<file path="src/rtl/wb_port_arbiter.sv">
// wb_port_arbiter: round-robin arbiter for the shared register-file write-back port.
// Three requesters (A = integer ALU, B = FPU, C = load unit) compete each cycle. The
// winner gets a combinational grant and mux select, and its data/rd are captured into a
// one-stage write-back buffer on the granted edge.
// Ports:
//   CLK, RST                    clock, asynchronous active-low reset
//   stall                       blocks every grant this cycle
//   req_a/b/c, data_a/b/c,      per-requester request, write data and destination register
//   rd_a/b/c
//   gnt_a/b/c, sel              combinational grants and mux select (00=A 01=B 10=C 11=none)
//   wb_en, wb_rd, wb_data       registered write-back enable, register and data
module wb_port_arbiter #(
  parameter int unsigned N  = 32,
  parameter int unsigned RW = 5
) (
  input  logic          CLK,
  input  logic          RST,
  input  logic          stall,
  input  logic          req_a,
  input  logic          req_b,
  input  logic          req_c,
  input  logic [N-1:0]  data_a,
  input  logic [N-1:0]  data_b,
  input  logic [N-1:0]  data_c,
  input  logic [RW-1:0] rd_a,
  input  logic [RW-1:0] rd_b,
  input  logic [RW-1:0] rd_c,
  output logic          gnt_a,
  output logic          gnt_b,
  output logic          gnt_c,
  output logic [1:0]    sel,
  output logic          wb_en,
  output logic [RW-1:0] wb_rd,
  output logic [N-1:0]  wb_data
);

  // Requester encodings, shared by the priority pointer and the mux select.
  localparam logic [1:0] SEL_A    = 2'b00;
  localparam logic [1:0] SEL_B    = 2'b01;
  localparam logic [1:0] SEL_C    = 2'b10;
  localparam logic [1:0] SEL_NONE = 2'b11;

  logic [1:0]    r_ptr;
  logic [1:0]    w_win;
  logic [1:0]    w_ptr_nxt;
  logic [N-1:0]  w_data;
  logic [RW-1:0] w_rd;

  // Winner: first asserted request in rotating scan order starting at the pointer.
  // Grants are forced off while reset is asserted, since reset is asynchronous.
  always_comb begin
    w_win = SEL_NONE;
    if (RST && !stall) begin
      case (r_ptr)
        SEL_B: begin
          if (req_b)      w_win = SEL_B;
          else if (req_c) w_win = SEL_C;
          else if (req_a) w_win = SEL_A;
        end
        SEL_C: begin
          if (req_c)      w_win = SEL_C;
          else if (req_a) w_win = SEL_A;
          else if (req_b) w_win = SEL_B;
        end
        default: begin
          if (req_a)      w_win = SEL_A;
          else if (req_b) w_win = SEL_B;
          else if (req_c) w_win = SEL_C;
        end
      endcase
    end
  end

  assign gnt_a = (w_win == SEL_A);
  assign gnt_b = (w_win == SEL_B);
  assign gnt_c = (w_win == SEL_C);
  assign sel   = w_win;

  // Write-back mux and pointer advance (winner + 1 mod 3).
  always_comb begin
    w_data    = '0;
    w_rd      = '0;
    w_ptr_nxt = SEL_A;
    case (w_win)
      SEL_A: begin
        w_data    = data_a;
        w_rd      = rd_a;
        w_ptr_nxt = SEL_B;
      end
      SEL_B: begin
        w_data    = data_b;
        w_rd      = rd_b;
        w_ptr_nxt = SEL_C;
      end
      SEL_C: begin
        w_data    = data_c;
        w_rd      = rd_c;
        w_ptr_nxt = SEL_A;
      end
      default: begin
        w_data    = '0;
        w_rd      = '0;
        w_ptr_nxt = SEL_A;
      end
    endcase
  end

  // Pointer and write-back buffer; a write to x0 completes but never enables the port.
  always_ff @(posedge CLK or negedge RST) begin
    if (!RST) begin
      r_ptr   <= SEL_A;
      wb_en   <= 1'b0;
      wb_rd   <= '0;
      wb_data <= '0;
    end else if (w_win != SEL_NONE) begin
      r_ptr   <= w_ptr_nxt;
      wb_en   <= (w_rd != '0);
      wb_rd   <= w_rd;
      wb_data <= w_data;
    end else begin
      wb_en   <= 1'b0;
    end
  end

endmodule

</file>
<file path="config.mk">
export PLATFORM = sky130hd
export DESIGN_NAME = wb_port_arbiter
export DESIGN_NICKNAME = d
export VERILOG_FILES = /design/src/rtl/wb_port_arbiter.sv
export SDC_FILE = /design/constraint.sdc
export NUM_CORES = 1
export LEC_CHECK = 0
export CAP_MARGIN = 5
export CORE_MARGIN = 3
export CORE_UTILIZATION = 36
export CTS_BUF_LIST = sky130_fd_sc_hd__clkbuf_16
export CTS_CLUSTER_SIZE = 24
export DETAILED_ROUTE_END_ITERATION = 10
export GPL_ROUTABILITY_DRIVEN = 0
export PLACE_DENSITY = 0.81
export SYNTH_ARGS = -nofsm -noshare
export SYNTH_HDL_FRONTEND = slang
export SYNTH_SLANG_ARGS = --single-unit
</file>
<file path="constraint.sdc">
create_clock -name CLK -period 2.1 [get_ports CLK]
set_input_delay 0.525 -clock CLK [delete_from_list [all_inputs] [get_ports CLK]]
set_output_delay 0.525 -clock CLK [all_outputs]
set_load 0.02 [all_outputs]
</file>
* Yosys cells after proc, flatten, opt, wreduce, memory -nomap -nowiden
Index checks and enable logic that the tools add are counted.
Storage, ports and cells: register bits 40, output and inout bits 43, logic and storage cells 28, input port bits 117
Cells by class: reductions and logical operators 4, equality and inequality tests 5, mux-type cells 15
Operator list (count):
- $pmux W32 S3 | 1
- $mux W2 | 9
- $pmux W5 S3 | 1
- $pmux W2 S2 | 2
- $reduce_bool A5 Y1 | 1
- $eq A2 B1 Y1 const B | 2
- $eq A2 B2 Y1 const B | 2
- $logic_not A2 Y1 | 1
- $mux W1 | 2
- $ne A2 B2 Y1 const B | 1
- $logic_and A1 B1 Y1 | 1
- $logic_not A1 Y1 | 1

* Depth between registers and ports, before layout
depth after elaboration 9, gate-level depth with buffers 10, mapped depth without buffers 9

* Worst setup path before layout
Ideal clock, no wire load.
path type register to output, start reg r_ptr[0], end out sel[1], setup slack -0.010 ns, path buffers 2, arrival time 1.585 ns, data required time 1.575 ns, stages on the path, launching flop included 7, cells stage by stage dfrtp_1 -> inv_1 -> ha_1 -> nor3_1 -> o311ai_1 -> buf_2 -> clkbuf_1
Between the ends: longest elaborated chain between the ends 3, elaborated cells on any way between the ends 4, classes of those cells eq/ne: 2; mux: 2
RTL lines:
- from (decl) | RTL line 43 | logic [1:0] r_ptr;
- from (signal assigned) | RTL line 116 | r_ptr <= w_ptr_nxt;
- $eq A2 B2 Y1 / $eq A2 B1 Y1 (equally long branches) | RTL line 54 | case (r_ptr)
- $pmux W2 S2 * | RTL line 54
- $mux W2 * | RTL line 53 | if (RST && !stall) begin
- to (decl) | RTL line 31 | output logic [1:0] sel,
Mark *: on every way between the ends. The rest lies on a longest branch, timed or not.

* Final worst setup path
start reg r_ptr[0], end out gnt_b
Between the ends: longest elaborated chain between the ends 4, elaborated cells on any way between the ends 5, classes of those cells eq/ne: 3; mux: 2
RTL lines:
- $eq A2 B2 Y1 / $eq A2 B1 Y1 (equally long branches) | RTL line 54
- $pmux W2 S2 * | RTL line 54
- $mux W2 * | RTL line 53
- $eq A2 B1 Y1 * | RTL line 75 | assign gnt_b = (w_win == SEL_B);
- to (decl) | RTL line 29 | output logic gnt_b,
Marks and branches as above.

==> implementation parameters <==
Parameter                              Value

Synthesis
  Yosys top cell area share ... 0.4130
  Cell area after synthesis ... 2424 um2
  Top cell types by occurrence after synthesis ... nand2_1, dfrtp_1, a31oi_1
  Count of flip-flops with a built-in enable after synthesis ... 0
  Post-synth net total ... 401
  Synthesis Warnings ... 0
  Main flop type after synthesis ... dfrtp_1
  Sequential share of the synthesized area ... 0.4130
  Synthesized flop and latch total ... 40
  Post-Syn Instances ... 282
  Cell accounting for the most synthesized area ... dfrtp_1
  Number of unique standard cell types used by synthesis ... 31
  Dominant cells by area after synthesis ... dfrtp_1, nand2_1, a211oi_1
  Mean post-synth cell area ... 8.594 um2
  Async set-or-reset flop fraction in the synthesized netlist ... 1.000
  Cell with the most instances after synthesis ... nand2_1

Critical path
  Kind of end point of the critical path ... primary output
  Cells along the critical path ... ha_4 > nor2b_1 > o211ai_1 > o311ai_4 > buf_6 > nor2_4 > buf_6
  Cell depth of the worst flop-to-flop path ... 9
  Worst Path Buf+Inv ... 2
  Critical path start-end classification ... reg -> out
  Critical Path AT ... 1.88 ns
  Worst path max stage delay ... 0.43 ns
  Required time reported for the critical path endpoint ... 1.57 ns
  Cell with the largest stage delay on the worst path ... dfrtp_1
  Kind of cell with the highest combined delay on the critical path ... compound AO/OA/AOI/OAI gates
  Cell depth of the worst setup path ... 7
  Most common cell on crit path ... buf_6
  Critical path peak fanout ... 4
  Kind of launch point of the worst setup path ... flip-flop

Global routing
  Wire length of the first global-routing pass ... 15.07 mm
  Number of antenna violations at the first check in global routing ... 0
  Largest net degree at the start of global routing ... 41
  Remaining global-route overflow ... 0
  Number of global-route vias before repair ... 2946
  Overall global routing resource usage ... 0.2502

Run status
  Failing checks ... setup timing
  Run status ... finished, violations left

STA
  Fin. max-slew vios ... 0
  Setup-failing EPs final ... 10
  Fmax ... 415.0 MHz
  Final setup margin ... -0.3094 ns
  Worst clock skew on the final layout ... 0.006809 ns
  Relative slew slack ... 0.6513
  Clock period minus worst slack ... 2.409 ns
  Worst slew pin tran ... 0.5231 ns
  Unrepaired setup endpoints after global routing ... yes
  Final hold violation count ... 0
  Post-route fraction of the period consumed by the critical path ... 1.147
  Worst hold margin ... 0.3390 ns

Pwr
  Portion of total power attributed to sequential cells ... 0.272
  Power share of the combinational group ... 0.534
  Internal power ... 2.805 mW
  PD cells ... 880.2 nW/um2
  Clock power frac ... 0.194
  Switching pwr ... 1.570 mW
  Switching Share ... 0.3588
  Leakage power total ... 1.974 nW
  Worst IR drop on VDD ... 0.4665 mV

Drt
  Avg WL per Cell ... 18.83 um
  Mean number of vias per cell ... 5.364
  Violation count after the first detailed-routing iteration ... 93
  Number of detailed-routing iterations run before antenna repair ... 4
  Antenna-violating nets left ... 0
  Wire length reported by the detailed router ... 10.10 mm
  Drt drc ... 0
  Routed vias ... 2875

Floorplanning
  Floorplan die area ... 7753 um2
  X dimension of the die ... 88.05 um
  Initial cell density of the core ... 0.3774
  Placeable Area ... 6422 um2
  Num rows ... 29
  Io pins ... 160
  Die Ht ... 88.05 um

Placed design
  Placed wire-length estimate ... 6.391 mm
  Placed inst area ... 4121 um2
  Total of buffers placed on input and output ports ... 159

CTS
  CTS root buffer ... clkbuf_16
  Clock latency on the worst-skew pair ... 0.28 ns
  Cts-stage hold buffer count ... 0
  Clock-pin slew on the worst setup and hold paths ... 0.06 ns
  Number of sinks handled by clock tree synthesis ... 40
  Clock tree from TritonCTS ... done
  Number of H-tree levels ... 2
  Total clock buffers created by CTS ... 5
  Clock Path Buffers ... 2

Finish
  Area Overhead vs Synth ... 105.1%
  Ant. Diodes ... 0
  Number of filler cells placed in the layout ... 433
  Number of nets in the finished design ... 577
  Fraction of final layout cells with drive strength greater than 1 ... 0.2832
  Area of all placed cells without fillers ... 4971 um2

Job
  Max-cap violations ... 0

Worst hold path
  Type of the worst min-delay path ... in -> async
## sequential cells by signal, summed over array words and instances (netlist names)
signal	cells
wb_en	1
wb_data	32
r_ptr	2
wb_rd	5
## path summary, 6_finish.rpt
check,start,end,slack [ns]
max,r_ptr[0],gnt_b,-0.31
min,RST,r_ptr[1],0.34
max reg2reg,r_ptr[0],wb_data[11],-0.03
min reg2reg,wb_rd[4],wb_rd[4],0.54
max in group asynchronous,RST,wb_data[26],1.41
min in group CLK,wb_rd[4],wb_rd[4],0.54
## repair_timing
action                     CTS  global route
setup endpoints to repair   45            45
gates resized for setup    102            60
cloned                       5             1
setup buffers               11             0
pin swaps                   11            17
## cell families after synthesis
logic type | count (synthesis) | share of synthesized area
buf+inv | 29 | 0.07641
compound gates | 85 | 0.2566
simple gates | 126 | 0.2437
flops | 40 | 0.4130
fa+ha+maj | 2 | 0.01032
## metal layers
layer,vias up,part of all wire,GRT usage
li1,1350,-,-
met1,1397,0.37,0.2992
met2,120,0.54,0.4610
met3,8,0.084,0.06021
met4,0,0.0088,0.04258
met5,-,0,0
## metrics by stage
stage	cells	setup slack, ns	setup TNS [ns]	total power, mW	util
2_1_floorplan	282	0.001231	0	2.115	-
3_3_place_gp	513	-0.8441	-23.06	3.057	0.6417
3_5_place_dp	513	-0.9254	-25.84	3.109	0.6417
4_1_cts	536	-0.3117	-2.293	4.273	0.7497
5_1_grt	536	-0.3706	-3.985	4.596	0.7740
6_report	536	-0.3094	-1.485	4.375	0.7740
## power by group through the flow
stage | logic [mW] | clock network [mW] | registers (mW)
after floorplan | 0.597 | 0 | 1.52
after global placement | 1.88 | 0 | 1.18
after detailed placement | 1.91 | 0 | 1.20
after CTS | 2.22 | 0.866 | 1.19
after global routing | 2.48 | 0.889 | 1.23
final | 2.34 | 0.849 | 1.19
## layout make-up
class | count | area (um2) | area share
clock buffers | 5 | 125.1 | 0.02517
inverters | 4 | 17.52 | 0.003524
multi-input cells | 213 | 1630 | 0.3280
clock inverters | 3 | 37.54 | 0.007551
flip-flops and latches | 40 | 1001 | 0.2014
well taps | 77 | 96.34 | 0.01938
repair buffers | 194 | 2063 | 0.4151
## placed cells by master, fill, tap and decap left out, types with 2 or more instances in the layout
master	count
a211oi_2	35
a211oi_4	2
a21oi_4	2
a31oi_1	35
and2_0	3
and2_1	9
and2_4	26
buf_12	5
buf_16	6
buf_4	20
buf_6	8
clkbuf_16	6
clkdlybuf4s50_1	150
clkinv_1	2
dfrtp_1	40
dlygate4sd2_1	3
ha_4	2
inv_2	3
nand2_1	75
nand3_1	2
nor2_4	3
o31ai_4	3
or3_1	2
No activity file was read; power rests on OpenSTA's default activity.
